==> config.mk <==
export PLATFORM = sky130hd
export DESIGN_NAME = rr_arbiter_8
export DESIGN_NICKNAME = d
export VERILOG_FILES = /design/src/rtl/rr_arbiter_8.sv
export SDC_FILE = /design/constraint.sdc
export NUM_CORES = 1
export LEC_CHECK = 0
export ABC_AREA = 1
export BUFFER_PORTS_ARGS = -buffer_cell sky130_fd_sc_hd__buf_2
export CAP_MARGIN = 20
export CORE_AREA = 2 2 60 62
export DETAILED_ROUTE_END_ITERATION = 10
export DIE_AREA = 0 0 62 64
export PLACE_DENSITY = 0.71
export REMOVE_ABC_BUFFERS = 1
export SKIP_LAST_GASP = 1
export SLEW_MARGIN = 40
export SYNTH_ARGS = -nofsm -noshare
export SYNTH_HDL_FRONTEND = slang
export SYNTH_SLANG_ARGS = --single-unit
==> constraint.sdc <==
create_clock -name clk_i -period 2.45 [get_ports clk_i]
set_input_delay 0.1225 -clock clk_i [delete_from_list [all_inputs] [get_ports clk_i]]
set_output_delay 0.1225 -clock clk_i [all_outputs]
set_load 0.05 [all_outputs]
==> src/rtl/rr_arbiter_8.sv <==
// Eight-way round-robin arbiter with a registered one-hot grant.
// An owner keeps the grant until it pulses done_i or has held it for 16 cycles;
// a forced release raises timeout_o for one cycle. Each release is followed by at
// least one idle cycle, and priority rotates to the index after the last owner.
module rr_arbiter_8 (
  input  logic       clk_i,
  input  logic       rst_i,
  input  logic [7:0] req_i,
  input  logic       done_i,
  output logic [7:0] grant_o,
  output logic       busy_o,
  output logic       timeout_o
);

  typedef enum logic {StIdle, StBusy} state_e;

  localparam logic [3:0] HoldMax = 4'd15;

  state_e     state_q, state_d;
  logic [2:0] ptr_q, ptr_d;
  logic [2:0] owner_q, owner_d;
  logic [3:0] cnt_q, cnt_d;
  logic [7:0] grant_q, grant_d;
  logic       busy_q, busy_d;
  logic       timeout_q, timeout_d;

  logic [2:0] winner;
  logic       any_req;

  // Rotating priority scan: walk offsets from high to low so the smallest
  // offset from ptr_q overwrites the others and wins.
  always_comb begin
    winner  = ptr_q;
    any_req = |req_i;
    for (int k = 7; k >= 0; k--) begin
      if (req_i[ptr_q + 3'(k)]) begin
        winner = ptr_q + 3'(k);
      end
    end
  end

  // Next-state and registered-output logic for the IDLE/BUSY controller.
  always_comb begin
    state_d   = state_q;
    ptr_d     = ptr_q;
    owner_d   = owner_q;
    cnt_d     = cnt_q;
    grant_d   = grant_q;
    busy_d    = busy_q;
    timeout_d = 1'b0;

    unique case (state_q)
      StIdle: begin
        // done_i is deliberately ignored here.
        if (any_req) begin
          state_d = StBusy;
          owner_d = winner;
          grant_d = 8'b1 << winner;
          busy_d  = 1'b1;
          cnt_d   = 4'd0;
        end
      end
      StBusy: begin
        // Grant is frozen while busy; req_i is not looked at.
        if (done_i || (cnt_q == HoldMax)) begin
          state_d   = StIdle;
          grant_d   = 8'h00;
          busy_d    = 1'b0;
          ptr_d     = owner_q + 3'd1;
          // A simultaneous done_i makes this a normal release.
          timeout_d = ~done_i;
        end else begin
          cnt_d = cnt_q + 4'd1;
        end
      end
      default: begin
        state_d = StIdle;
        grant_d = 8'h00;
        busy_d  = 1'b0;
      end
    endcase
  end

  // State register with synchronous active-high reset.
  always_ff @(posedge clk_i) begin
    if (rst_i) begin
      state_q   <= StIdle;
      ptr_q     <= 3'd0;
      owner_q   <= 3'd0;
      cnt_q     <= 4'd0;
      grant_q   <= 8'h00;
      busy_q    <= 1'b0;
      timeout_q <= 1'b0;
    end else begin
      state_q   <= state_d;
      ptr_q     <= ptr_d;
      owner_q   <= owner_d;
      cnt_q     <= cnt_d;
      grant_q   <= grant_d;
      busy_q    <= busy_d;
      timeout_q <= timeout_d;
    end
  end

  assign grant_o   = grant_q;
  assign busy_o    = busy_q;
  assign timeout_o = timeout_q;

endmodule

==> reports/metrics.yaml <==
sta:
  relSlewSlack: 0.690
  fin_crit_sh: 0.897
  rsz0062_at_grt: "false"
  min_period_ns: 2.20
  setup_tns_ns: 0
  fin_skew_ns: 0.00141
  finalHoldViolCount: 0
  fmax_ghz: 0.455
  whs_ns: 0.0455
  setup_violations: 0
  tightestPinTransition_ns: 0.465
  finalMaxSlewViolations: 0
routing:
  met2_length_mm: 1.48
  top_layer: "met4"
  via_per_inst: 5.00
  drcViolationCount: 0
  drt_first_iter_violations: 92
  dr_wl_met3_um: 165
  wire_per_inst_um: 10.7
  drtPass1Iterations: 5
  drt-total-wl_mm: 3.33
  antenna_left: 0
  vias: 1556
  drt-met1-wl_mm: 1.65
worst_setup_path:
  slowest_delay_ns: 0.39
  worst_setup_path_end_kind: "flop"
  start_kind: "flop"
  path_class: "reg -> reg"
  critical_path.cell_chain: "buf_4 > ha_1 > xor2_2 > nand3_2 > nand2_2 > inv_1 > nand2_1 > nand2_1 > nand2_1 > nand2_1 > nand2_2 > nand2_2 > nand2_1 > nand2_2 > nor2_2 > nand3_2 > a21oi_2"
  path_delay_family: "simple AND/OR/NAND/NOR gates"
  rrSetupSlack_ns: 0.25
  cp-endpoint: "grant_o[3]"
  crit_start: "ptr_q[1]"
  cp.depth: 17
  critical_path_peak_fanout: 10
  crit_slowest_cell: "dfxtp_1"
  required_ns: 2.70
  worstPathArrival_ns: 2.45
  r2r_cells: 17
  reg2reg_from: "ptr_q[1]"
  cp_common_cell: "nand2_1"
  regToRegEndpoint: "grant_o[3]"
  path_buf_inv: 2
clock_network:
  clock-sinks: 21
  cts_buffer_depth: 2
  cts_tree: "done"
  clk_latency_ns: 0.31
  clkTransAtPathRegs_ns: 0.11
  cts_setup_buffers: 0
  cts_inserted_buffers: 3
  htree_levels: 1
  cts-root-buf: "clkbuf_4"
place:
  post-dp-hpwl_mm: 2.70
  portBuffers: 20
  dpl.cell_count: 307
  routabilityCongestion: 0.977
  place_area_um2: 1730
floorplan:
  dieArea_um2: 3970
  fp-row-count: 21
  die_w_um: 62
  ioPinCount: 21
  start_util: 0.488
  coreArea_um2: 3280
  die_h_um: 64
worst_hold_path:
  min_path_type: "in -> reg"
  hold_depth: 4
run:
  maxCapViolations: 0
global_routing:
  track_usage: 0.185
  grt_pass1_vias: 1356
  grt_max_degree: 14
  grt_pass1_wl_mm: 5.68
  antenna_found_initial: 0
  grt.overflow.total: 0
layout:
  post-route-util: 0.538
  finalInstanceArea_um2: 1770
  instances_no_fill: 311
  diodes: 0
  layout-drive-gt1-share: 0.275
  final_nets: 281
  n_fill_cell: 342
  area_delta_synth_final_pct: 10.2
synth:
  ys_types: 27
  syn_area_per_cell_um2: 6.57
  synth_seq_cells: 21
  netlist_area_um2: 1600
  postSynthCellCount: 244
  ys_seq_area_frac: 0.262
  ys_warn_count: 0
power:
  ir_drop_uv: 305
  powerDensity_nw_per_um2: 583
  power_leakage_uw: 0.000880
run_status:
  outcome: "complete, no violations"
layout by cell type, fill, tap and decap left out, drive strengths merged, types with 3 or more instances in the layout:
cell type,instances
nand2,85
nand3,40
inv,33
buf,23
dfxtp,21
nor2,19
a21oi,18
o21ai,7
ha,4
clkbuf,3
xor2,3
power by group:
part           total [uW]  switching (uW)  internal, uW
clock network         167             106          61.0
registers             383            15.8           367
logic                 481             325           156
total                1030             447           584
worst min path at each step:
stage                       from         end
after CTS                 done_i   timeout_o
after global placement    done_i   timeout_o
final                     done_i   timeout_o
after detailed placement  done_i   timeout_o
after floorplan            rst_i  grant_o[2]
after global routing      done_i   timeout_o
worst register-to-register path, stage by stage (launching register included):
cell     delay [ns]
dfxtp_1        0.39
buf_4          0.22
ha_1           0.21
xor2_2         0.25
nand3_2        0.12
nand2_2        0.11
inv_1          0.04
nand2_1        0.05
nand2_1        0.04
nand2_1        0.05
nand2_1        0.06
nand2_2        0.09
nand2_2        0.06
nand2_1        0.07
nand2_2        0.07
nor2_2         0.13
nand3_2        0.08
a21oi_2        0.12
cells in the mapped netlist, drive strengths merged:
| library cell | instances | area share |
|---|---|---|
| a21oi | 18 | 0.070 |
| buf | 5 | 0.033 |
| clkbuf | 1 | 0.0023 |
| clkinv | 1 | 0.0023 |
| dfxtp | 21 | 0.26 |
| ha | 4 | 0.031 |
| inv | 33 | 0.079 |
| nand2 | 85 | 0.23 |
| nand3 | 40 | 0.15 |
| nor2 | 19 | 0.054 |
| o211ai | 1 | 0.0047 |
| o21ai | 7 | 0.024 |
| o22ai | 2 | 0.0078 |
| or4 | 2 | 0.0094 |
| xnor2 | 2 | 0.011 |
| xor2 | 3 | 0.026 |
area by class of cell:
cell class | count | area, um2 | area share
flip-flops and latches | 21 | 420 | 0.238
repair buffers | 23 | 123 | 0.0694
clock buffers | 3 | 22.5 | 0.0127
clock inverters | 1 | 5.00 | 0.00283
inverters | 34 | 130 | 0.0737
well taps | 46 | 57.6 | 0.0326
multi-input cells | 183 | 1010 | 0.571
through the flow:
stage / worst slack [ns] / total power (uW)
finish: 0.252 / 1030
global route: 0.0214 / 1120
CTS: 0.206 / 1030
detailed placement: 0.251 / 863
global placement: 0.291 / 865
floorplan: 0.209 / 766
kinds of logic (layout without fill, tap and decap cells):
family | after synthesis | count (layout) | share of synthesized area
buffers and inverters | 40 | 61 | 0.116
AO/OA/AOI/OAI | 28 | 28 | 0.107
adder cells (fa/ha/maj) | 4 | 4 | 0.0312
AND/OR/NAND/NOR | 146 | 146 | 0.447
XOR/XNOR | 5 | 5 | 0.0367
flip-flops | 21 | 21 | 0.262
repair_timing:
item / 4_1_cts / 5_1_grt
gates resized for setup: 0 / 2
hold buffers: 0 / 0
endpoints found under the setup margin: 0 / 5
per-layer routing:
layer / vias to the layer above / global-route usage
met2: 38 / 0.262
met1: 692 / 0.273
li1: 817 / -
met4: 0 / 0.0479
met3: 9 / 0.0506
met5: - / 0
sequential cells by signal, summed over array words and instances, names as in the netlist:
register / count
cnt_q: 4
grant_o: 8
owner_q: 3
busy_o: 1
state_q: 1
ptr_q: 3
timeout_o: 1
(Power assumes the default switching activity.)
